==> src/rtl/led_tube_ctrl.sv <==
// Digit-register controller feeding the 4-digit seven-segment driver.
// Two requesters share the digit registers through a req/gnt handshake
// with round-robin arbitration. An optional prescaled BCD counter
// increments the digits on each prescaler wrap.
module led_tube_ctrl #(
   parameter int unsigned TICK_DIV = 2000,
   parameter int unsigned CNT_W    = 32
) (
   input  logic       clk,
   input  logic       rst,
   input  logic       mode,
   input  logic       clr,
   input  logic       req0,
   input  logic [1:0] addr0,
   input  logic [3:0] wdata0,
   output logic       gnt0,
   input  logic       req1,
   input  logic [1:0] addr1,
   input  logic [3:0] wdata1,
   output logic       gnt1,
   output logic [3:0] data0,
   output logic [3:0] data1,
   output logic [3:0] data2,
   output logic [3:0] data3,
   output logic       tick
);

   logic [CNT_W-1:0] presc;
   logic [3:0]       dig [4];
   logic             last;

   logic             elig0, elig1;
   logic             win0, win1;
   logic             wrap;
   logic [3:0]       inc [4];

   // A requester granted last cycle sits out this cycle; ties go to the one not served last.
   always_comb begin
      elig0 = req0 & ~gnt0;
      elig1 = req1 & ~gnt1;
      win0  = elig0 & (~elig1 | last);
      win1  = elig1 & (~elig0 | ~last);
      wrap  = mode & (presc == CNT_W'(TICK_DIV - 1));
   end

   // BCD +1 across the four digits; any digit of 9 or above rolls to 0 and carries.
   always_comb begin
      logic carry;
      carry = 1'b1;
      for (int unsigned i = 0; i < 4; i++) begin
         inc[i] = dig[i];
         if (carry) begin
            if (dig[i] >= 4'd9) begin
               inc[i] = '0;
            end else begin
               inc[i] = dig[i] + 4'd1;
               carry  = 1'b0;
            end
         end
      end
   end

   // Digit registers, grants, prescaler and tick: clr beats writes, writes beat increments.
   always_ff @(posedge clk or negedge rst) begin
      if (!rst) begin
         for (int unsigned i = 0; i < 4; i++) dig[i] <= '0;
         presc <= '0;
         gnt0  <= 1'b0;
         gnt1  <= 1'b0;
         tick  <= 1'b0;
         last  <= 1'b1;
      end else if (clr) begin
         for (int unsigned i = 0; i < 4; i++) dig[i] <= '0;
         presc <= '0;
         gnt0  <= 1'b0;
         gnt1  <= 1'b0;
         tick  <= 1'b0;
      end else begin
         if (mode) begin
            presc <= wrap ? '0 : presc + CNT_W'(1);
         end else begin
            presc <= '0;
         end
         tick <= wrap;
         gnt0 <= win0;
         gnt1 <= win1;
         if (win0) begin
            dig[addr0] <= wdata0;
            last       <= 1'b0;
         end else if (win1) begin
            dig[addr1] <= wdata1;
            last       <= 1'b1;
         end else if (wrap) begin
            for (int unsigned i = 0; i < 4; i++) dig[i] <= inc[i];
         end
      end
   end

   assign data0 = dig[0];
   assign data1 = dig[1];
   assign data2 = dig[2];
   assign data3 = dig[3];

endmodule

==> config.mk <==
export PLATFORM = sky130hd
export DESIGN_NAME = led_tube_ctrl
export DESIGN_NICKNAME = d
export VERILOG_FILES = /design/src/rtl/led_tube_ctrl.sv
export SDC_FILE = /design/constraint.sdc
export NUM_CORES = 1
export LEC_CHECK = 0
export ABC_AREA = 1
export BUFFER_PORTS_ARGS = -buffer_cell sky130_fd_sc_hd__buf_4
export CAP_MARGIN = 20
export CORE_MARGIN = 2
export CORE_UTILIZATION = 60
export DETAILED_ROUTE_END_ITERATION = 8
export GPL_TIMING_DRIVEN = 0
export PLACE_DENSITY = 0.81
export SLEW_MARGIN = 20
export SYNTH_ARGS = -nofsm -noshare
export SYNTH_HDL_FRONTEND = slang
export SYNTH_SLANG_ARGS = --single-unit
==> constraint.sdc <==
create_clock -name clk -period 2.1 [get_ports clk]
set_clock_uncertainty 0.05 [all_clocks]
set_input_delay 0.525 -clock clk [delete_from_list [all_inputs] [get_ports clk]]
set_output_delay 0.525 -clock clk [all_outputs]
set_load 0.02 [all_outputs]
==> results of run 1 <==
[cell families after synthesis]
group	after synthesis	synth area share [%]
AOI/OAI and AO/OA	25	3.974
xor gates and xnor gates	19	4.332
adders and majority gates	13	4.235
buffers and inverters	80	8.697
DFF	52	33.91
and+or+nand+nor	390	44.85
[worst max-delay path by stage]
stage / startpoint / end / slack (ps) / depth (start not counted)
floorplan: data0[0]$_DFFE_PN0P_ / data2[0]$_DFFE_PN0P_ / 360 / 10
global placement: req1 / data0[1]$_DFFE_PN0P_ / 190 / 11
detailed placement: req1 / data2[1]$_DFFE_PN0P_ / 170 / 10
CTS: presc[0]$_DFF_PN0_ / presc[14]$_DFF_PN0_ / 200 / 9
global route: data0[0]$_DFFE_PN0P_ / data2[1]$_DFFE_PN0P_ / 60 / 10
finish: data0[0]$_DFFE_PN0P_ / data2[1]$_DFFE_PN0P_ / 210 / 10
[worst max-delay path, delay by kind of cell, from the launching register on]
family          cells  cell delay [ps]
compound gates      1              250
fa+ha+maj           1              200
buf+inv             1               90
flops               1              490
simple gates        7              700
[through the flow]
step	hold WS [ps]	util, %	std cells	cell area, um2	power [mW]
6_report	146.8	68.59	700	4305	2.640
5_1_grt	218.5	68.59	700	4305	2.789
4_1_cts	182.0	68.59	700	4305	2.645
3_5_place_dp	437.9	67.03	692	4208	1.996
3_3_place_gp	432.2	67.03	692	4208	1.974
2_1_floorplan	179.4	-	579	3841	1.713
[registers in the layout, indices dropped and copies added, names as in the netlist]
signal,cells
data1,4
data3,4
presc,32
gnt1,1
data2,4
data0,4
last,1
tick,1
gnt0,1
[placed cells by master, fill, tap and decap left out, types with 2 or more instances in the layout]
cell type  instances
a21oi_1            2
a21oi_4            2
buf_2              3
buf_4             41
clkbuf_8           5
clkinv_1           2
dfrtp_1           51
ha_1              13
inv_1             61
inv_2              6
inv_6              2
nand2_1          173
nand2_2            6
nand2_4            4
nand3_1           79
nand3b_1           2
nand4_1            6
nor2_1            88
nor2_2             4
nor2_4             4
nor3_1            20
nor3_2             2
o21ai_0           19
xnor2_1            3
xor2_1            16
[power groups by stage]
stage          registers, mW  logic (mW)  clock network (mW)
6_report                1.17       0.813               0.654
3_5_place_dp            1.19       0.805                   0
2_1_floorplan           1.25       0.464                   0
3_3_place_gp            1.19       0.789                   0
4_1_cts                 1.17       0.811               0.663
5_1_grt                 1.19       0.914               0.686
[area by class of cell]
cell class                 count  area (um2)  share of cell area (%)
clock buffer                   5       68.82                   1.598
multi-input combinational    447        2205                   51.21
tap                           77       96.34                   2.238
sequential                    52        1303                   30.25
clock inverter                 3       28.78                  0.6684
timing repair buffer          36       270.3                   6.277
buffer                        11       75.07                   1.744
inverter                      69       259.0                   6.016
[routing by layer]
| metal | routed length [um] | GRT usage (%) | vias to the layer above |
|---|---|---|---|
| met4 | 115 | 6.012 | 0 |
| met5 | 0 | 0 | - |
| met2 | 4160 | 42.62 | 147 |
| met1 | 4715 | 44.35 | 1766 |
| li1 | - | - | 1915 |
| met3 | 740 | 3.462 | 15 |
==> flow_metrics.tcl, run 1 <==
set metrics [dict create \
    status "completed" \
    die-width_um 84.01 \
    fin_ws_ps 212.2 \
    p_int_mw 1.636 \
    dp_hpwl_um 7407 \
    seqPwrFrac_pct 44.4 \
    cts_setup_buffers 0 \
    clock_latency_ps 330 \
    ys_ff_latch 52 \
    slew_violations 0 \
    design.die.area_um2 7058 \
    grt-ovfl-total 0 \
    fill_cells 574 \
    firstDrtPassIters 5 \
    leakage_nw 2.146 \
    grt_max_degree 53 \
    rrSetupSlack_ps 210 \
    finalCritPeriodShare_pct 89.89 \
    pin_count 37 \
    crit_path_start_kind "flop" \
    hold_violations 0 \
    crit_type "reg -> reg" \
    p_sw_share_pct 38.01 \
    grt_pass1_wl_um 16480 \
    cts_hold_buf 0 \
    netlist.area_leader.share_pct 33.22 \
    worstReg2RegStart "data0[0]$_DFFE_PN0P_" \
    grt_pass1_vias 3459 \
    synth_edf_count 0 \
    vias 3843 \
    yosysMostFrequentCell "nand2_1" \
    clock-sinks 52 \
    avgSynthCellArea_um2 6.634 \
    yosys-top-cells-count "173 x nand2_1, 88 x nor2_1, 79 x nand3_1, 61 x inv_1, 51 x dfrtp_1" \
    reg2regPathDepth 10 \
    grt_antenna_before_repair 0 \
    cp-end-kind "flop" \
    power_density_nw_per_um2 613.1 \
    cp_cell_sequence "inv_1 -> ha_1 -> nand2_1 -> nand2_1 -> nor2_1 -> nand2_1 -> a21oi_4 -> nand2_4 -> nand2_1 -> nand2_1" \
    pwr-share-comb_pct 30.8 \
    core_um2 6277 \
    die_y_um 84.01 \
    critPathRequiredTime_ps 2270 \
    dpl_worst_slack_ps 170.5 \
    drt_iter0_markers 413 \
    cts_buffers 5 \
    num_antenna_cells 0 \
    rsz0062_at_grt "false" \
    finish.net_count 653 \
    hold_path_class "in -> async" \
    crit_top_cell "nand2_1" \
    tritoncts "done" \
    root_buffer "clkbuf_8" \
    wirelength_um 9731 \
    slowest_delay_ps 490 \
    drive_gt1_share_pct 13.48 \
    tightest_slew_ps 650.1 \
    grt_usage_pct 28.53 \
    wl_per_cell_um 13.90 \
    port_buffers 36 \
    initial_core_util_pct 61.19 \
    rows 29 \
    cp_max_fo 7 \
    syn_inst 579 \
    cts_resized 0 \
    setup_tns_ps 0 \
    vias_per_cell 5.490 \
    p_clk_share_pct 24.8 \
    drc 0 \
    worstReg2RegEnd "data2[1]$_DFFE_PN0P_" \
    synth_ff_type "dfrtp_1" \
    clk_pin_slew_ps 120 \
    cts_max_level 2 \
    yosysTopAreaCell "dfrtp_1" \
    vdd_drop_max_mv 0.4641 \
    synthToLayoutAreaGrowth_pct 12.08 \
    maxCapViolations 0 \
    setup_violations 0 \
    ys_async_sr_fraction_pct 100.0 \
    syn_nets 610 \
    min_period_ps 1888 \
    cp_slowest_cell "dfrtp_1" \
    arrival_ps 2060 \
    netlist_area_um2 3841 \
    routabilityCongestion 0.9860 \
    synth_cell_types 31 \
    seq_area_frac_synth_pct 33.91 \
    relSlewSlack_pct 56.66 \
    max_freq_mhz 529.7 \
    synth.area.top_cells "dfrtp_1 33%, nand2_1 17%, nand3_1 10%, nor2_1 8.6%, inv_1 6.0%" \
    synth_warnings 0 \
    cts_buffer_depth 2 \
    switching_power_mw 1.003 \
    postRouteAntennaNets 0 \
]
Power figures use the tool's default switching activity.
==> run 2: changes to the inputs <==
- CORE_UTILIZATION: 60 -> 62
- PLACE_DENSITY: 0.81 -> 0.83
- clock period: 2.1 -> 2.3 ns (I/O delays scaled with it)
==> run 2 against run 1 <==
Total power decreased by 9.5%; combinational power decreased by 7.4%; setup slack improved by 120 ps; sequential cell count unchanged; utilization increased by 3.6 points; sequential power decreased by 9%; first-iteration DRC count decreased by 19%; critical path depth decreased by 1; fmax decreased by 4.0%; wire length increased by 0.51%; sequential share of layout area about the same; cell count decreased by 0.29%; highest routed layer unchanged.
==> flow_metrics.tcl, run 2 (synthesis results as in run 1) <==
set metrics [dict create \
    drt_iter0_markers 335 \
    stdcell_count 698 \
    drive_gt1_share_pct 13.48 \
    tightest_slew_ps 659.7 \
    num_antenna_cells 0 \
    clock-sinks 52 \
    cp_max_fo 10 \
    finalCritPeriodShare_pct 85.48 \
    cts_resized 0 \
    postRouteAntennaNets 0 \
    root_buffer "clkbuf_8" \
    hold_violations 0 \
    cts_buffer_depth 2 \
    final_cell_mix "173 x nand2_1, 88 x nor2_1, 79 x nand3_1, 61 x inv_1, 51 x dfrtp_1" \
    die_y_um 82.71 \
    p_sw_share_pct 36.72 \
    wl_per_cell_um 14.01 \
    vias_per_cell 5.483 \
    grt_pass1_wl_um 15730 \
    grt_antenna_before_repair 0 \
    crit_type "reg -> reg" \
    p_clk_share_pct 23.7 \
    initial_core_util_pct 64.50 \
    clock_latency_ps 310 \
    vdd_drop_max_mv 0.4909 \
    synthToLayoutAreaGrowth_pct 11.99 \
    port_buffers 36 \
    cts_buffers 5 \
    crit_buf_inv 1 \
    final_common_cell "nand2_1" \
    setup_tns_ps 0 \
    regMostFlops "presc" \
    grt_usage_pct 30.13 \
    power_density_nw_per_um2 555.0 \
    hold_path_class "in -> async" \
    crit_family "simple AND/OR/NAND/NOR gates" \
    firstDrtPassIters 5 \
    switching_power_mw 0.8767 \
    worstReg2RegStart "presc[0]$_DFF_PN0_" \
    tritoncts "done" \
    dp_hpwl_um 7455 \
    post_dp_cell_area_um2 4205 \
    relSlewSlack_pct 56.02 \
    crit_path_start_kind "flop" \
    grt_max_degree 53 \
    p_total_mw 2.388 \
    placed_cells 690 \
    critPathRequiredTime_ps 2450 \
    finish.net_count 653 \
    pin_count 37 \
    routabilityCongestion 0.9756 \
    cts_setup_buffers 0 \
    status "completed" \
    design.die.area_um2 6841 \
    slowest_delay_ps 400 \
    crit_top_cell "nand3_1" \
    drc 0 \
    arrival_ps 2110 \
    cp_slowest_cell "dfrtp_1" \
    cts_hold_buf 0 \
    grt-ovfl-total 0 \
    pwr-share-comb_pct 31.5 \
    rsz0062_at_grt "false" \
    clk_pin_slew_ps 100 \
    seqPwrFrac_pct 44.8 \
    grt_pass1_vias 3362 \
    cp-end-kind "flop" \
    die-width_um 82.71 \
    max_freq_mhz 508.6 \
    design_area_um2 4302 \
    core_um2 5956 \
    largest_reg_flops 32 \
    startpoint "presc[0]$_DFF_PN0_" \
    slew_violations 0 \
    min_period_ps 1966 \
    p_int_mw 1.511 \
    cts_max_level 2 \
    rows 28 \
    leakage_nw 2.147 \
    vias 3827 \
    cp_cell_sequence "ha_1 -> nand2_2 -> nor2_4 -> nand3_1 -> nor2_1 -> nand3_1 -> nand3_1 -> buf_4 -> nor2_1" \
    wirelength_um 9781 \
    setup_violations 0 \
    maxCapViolations 0 \
]
## run 2: final cells by class
type | count | area [um2]
Tap cell | 75 | 93.84
Fill cell | 517 | 1654
Buffer | 11 | 75.07
Sequential cell | 52 | 1303
Clock buffer | 6 | 82.58
Inverter | 69 | 259.0
Multi-Input combinational cell | 447 | 2205
Clock inverter | 2 | 13.76
Timing Repair Buffer | 36 | 270.3
## run 2: path summary, 6_finish.rpt
kind                                       endpoint  slack [ps]  cells after the start
worst max-delay path            presc[22]$_DFF_PN0_         330                      9
worst min-delay path            presc[23]$_DFF_PN0_         240                      1
worst max register to register  presc[22]$_DFF_PN0_         330                      9
worst min register to register   presc[0]$_DFF_PN0_         440                      1
max in group asynchronous       presc[31]$_DFF_PN0_        1520                      1
min in group clk                     tick$_DFF_PN0_         410                      2
## run 2: stage by stage
stage / utilization (%) / setup slack [ps] / hold slack, ps
CTS: 72.23 / 350.8 / 260.9
floorplan: - / 556.1 / 229.4
finish: 72.23 / 334.0 / 240.9
global placement: 70.61 / 350.7 / 432.9
global route: 72.23 / 230.7 / 298.2
detailed placement: 70.61 / 339.7 / 436.6
## run 2: power groups by stage
stage / clock network, mW / registers, mW / logic, mW
4_1_cts: 0.570 / 1.07 / 0.750
3_3_place_gp: 0 / 1.08 / 0.722
3_5_place_dp: 0 / 1.09 / 0.746
5_1_grt: 0.608 / 1.08 / 0.851
2_1_floorplan: 0 / 1.14 / 0.424
6_report: 0.566 / 1.07 / 0.753
## run 2: per-layer routing
metal / track usage [%] / vias to the layer above / part of all wire, %
met2: 45.89 / 159 / 45
li1: - / 1913 / -
met3: 4.022 / 11 / 8.6
met4: 6.557 / 0 / 0.76
met1: 45.52 / 1744 / 46
met5: 0 / - / 0
==> run 3: changes to the inputs <==
- ABC_AREA: 1 -> not set
- PLACE_DENSITY: 0.83 -> 0.84
==> run 3 against run 2 <==
Sequential power decreased by 4%; the run now ends with setup timing left; critical path depth shrank 2; worst hold slack worse by 6.0 ps; critical path type unchanged; register-to-register slack lost 360 ps; largest cell class unchanged; global-route usage fell by 2.0 points; via count fell by 26%; first-iteration DRC count down 16%; highest routed layer unchanged.
==> flow_metrics.tcl, run 3 <==
set metrics [dict create \
    status "complete, but fails checks" \
    violations "setup timing" \
    yosysMostFrequentCell "dfrtp_1" \
    rsz0062_at_grt "true" \
    grt_pass1_vias 2744 \
    yosys-top-cells-count "51 x dfrtp_1, 33 x nor2_1, 22 x xor2_1, 18 x nand4_1" \
    cp-end-kind "flop" \
    vdd_drop_max_mv 0.4141 \
    grt_pass1_wl_um 13120 \
    crit_type "reg -> reg" \
    hold_path_class "in -> async" \
    wl_per_cell_um 17.65 \
    cp_max_fo 6 \
    ys_ff_latch 52 \
    grt_usage_pct 28.12 \
    hold_violations 0 \
    setup_violations 3 \
    placed_cells 435 \
    routabilityCongestion 0.9569 \
    finish.net_count 416 \
    maxCapViolations 0 \
    design.die.area_um2 5791 \
    slew_violations 0 \
    tightest_slew_ps 777.9 \
    postRouteAntennaNets 0 \
    multi_input_area_um2 1893 \
    syn_inst 329 \
    synth_edf_count 0 \
    power_density_nw_per_um2 605.1 \
    rows 26 \
    dp_hpwl_um 5403 \
    arrival_ps 2470 \
    critPathRequiredTime_ps 2450 \
    fill_cells 348 \
    largest_reg_flops 32 \
    max_freq_mhz 430.4 \
    leakage_nw 1.748 \
    firstDrtPassIters 5 \
    min_period_ps 2324 \
    ys_async_sr_fraction_pct 100.0 \
    seq_area_frac_synth_pct 40.41 \
    core_um2 5075 \
    relSlewSlack_pct 48.03 \
    design_area_um2 3885 \
    final_common_cell "dfrtp_1" \
    grt-ovfl-total 0 \
    fin_ws_ps -23.68 \
    synth_warnings 0 \
    synth_ff_type "dfrtp_1" \
    grt_antenna_before_repair 0 \
    clock-sinks 52 \
    stdcell_count 456 \
    final_cell_mix "51 x dfrtp_1, 49 x buf_4, 33 x nor2_1, 22 x xor2_1, 18 x nand4_1" \
    netlist.area_leader.share_pct 39.60 \
    synthToLayoutAreaGrowth_pct 20.54 \
    port_buffers 36 \
    root_buffer "clkbuf_8" \
    cts_buffers 5 \
    tritoncts "done" \
    die-width_um 76.10 \
    initial_core_util_pct 63.51 \
    wirelength_um 8049 \
    grt_max_degree 53 \
    drt_iter0_markers 281 \
    drc 0 \
    clock_latency_ps 300 \
    num_antenna_cells 0 \
    yosysTopAreaCell "dfrtp_1" \
    vias_per_cell 6.250 \
    die_y_um 76.10 \
    pin_count 37 \
    cts_buffer_depth 2 \
    seq_area_um2 1303 \
    regMostFlops "presc" \
    post_dp_cell_area_um2 3581 \
    netlist_area_um2 3223 \
    clk_pin_slew_ps 90 \
    syn_nets 360 \
    avgSynthCellArea_um2 9.797 \
    vias 2850 \
    cts_max_level 2 \
    finalCritPeriodShare_pct 101.0 \
    crit_path_start_kind "flop" \
    drive_gt1_share_pct 24.87 \
    synth_cell_types 47 \
    synth.area.top_cells "dfrtp_1 40%, xor2_1 6.0%, ha_1 5.0%, mux2_2 4.9%, nor2_1 3.8%" \
]
run 3: cell count changes in the layout (fill, tap and decap cells not counted), sizes merged, moves of 11 or more:
cell / delta
nand2: -169
nor2: -63
nand3: -62
inv: -59
nor3: -21
mux2: +14
a22oi: +13
nand4: +12
and3: +11
run 3: cell type report:
class / instances / area share (%)
multi-input combinational: 257 / 48.73
sequential: 52 / 33.53
timing repair buffer: 51 / 10.08
clock buffer: 7 / 2.480
tap: 70 / 2.254
buffer: 9 / 1.288
inverter: 9 / 0.8696
clock inverter: 1 / 0.7729
run 3: critical path: stages, from the launching register on:
cell	delay, ps
dfrtp_1	390
or4_4	530
or3_4	390
nor4_4	140
buf_6	170
o211ai_1	110
buf_4	170
mux2_2	270
run 3: logic make-up (layout without fill, tap and decap cells):
kind of cell	after synthesis	after routing	synth area share, %
adders and majority gates	13	13	5.047
buffers and inverters	20	77	2.485
xor gates and xnor gates	32	32	8.695
muxes	19	19	6.444
DFF	52	52	40.41
AOI/OAI and AO/OA	55	55	12.00
and+or+nand+nor	138	138	24.92
run 3: metal layers:
| metal | wire length (um) | vias to the layer above | global-route usage, % |
|---|---|---|---|
| met5 | 0 | - | 0 |
| met4 | 278 | 0 | 10.91 |
| met2 | 4048 | 121 | 48.93 |
| li1 | - | 1323 | - |
| met1 | 3198 | 1377 | 34.83 |
| met3 | 523 | 29 | 5.332 |
run 3: path summary, 6_finish.rpt:
| check | start | end | slack (ps) | depth (start not counted) |
|---|---|---|---|---|
| max reg2reg | presc[25]$_DFF_PN0_ | data1[3]$_DFFE_PN0P_ | -20 | 7 |
| max in group asynchronous | rst | presc[13]$_DFF_PN0_ | 1520 | 1 |
| min | rst | data0[0]$_DFFE_PN0P_ | 230 | 1 |
| min in group clk | clr | tick$_DFF_PN0_ | 440 | 2 |
| max | presc[25]$_DFF_PN0_ | data1[3]$_DFFE_PN0P_ | -20 | 7 |
| min reg2reg | presc[0]$_DFF_PN0_ | presc[0]$_DFF_PN0_ | 470 | 1 |
run 3: through the flow:
stage	worst slack [ps]	hold WS (ps)	power (mW)	util, %	setup TNS (ps)
after CTS	-69.30	263.8	2.336	75.39	-902.3
after global placement	-338.2	444.1	1.601	70.56	-12150
after detailed placement	-373.6	473.6	1.620	70.56	-12670
after global routing	-77.43	286.6	2.453	76.55	-1207
after floorplan	11.03	229.4	1.398	-	0
final	-23.68	234.9	2.351	76.55	-55.87
run 3: what timing repair did:
action	4_1_cts	5_1_grt
setup endpoints to repair	48	48
resized for setup	13	7
gates cloned	1	0
buffers inserted	9	5
hold buffers	0	0
pin swaps	6	2
run 3: power by group:
part	switching [mW]	internal [mW]	total (mW)	leakage [nW]
combinational	0.341	0.302	0.643	0.969
sequential	0.0689	0.966	1.03	0.714
clock	0.289	0.384	0.673	0.0645
total	0.699	1.65	2.35	1.75
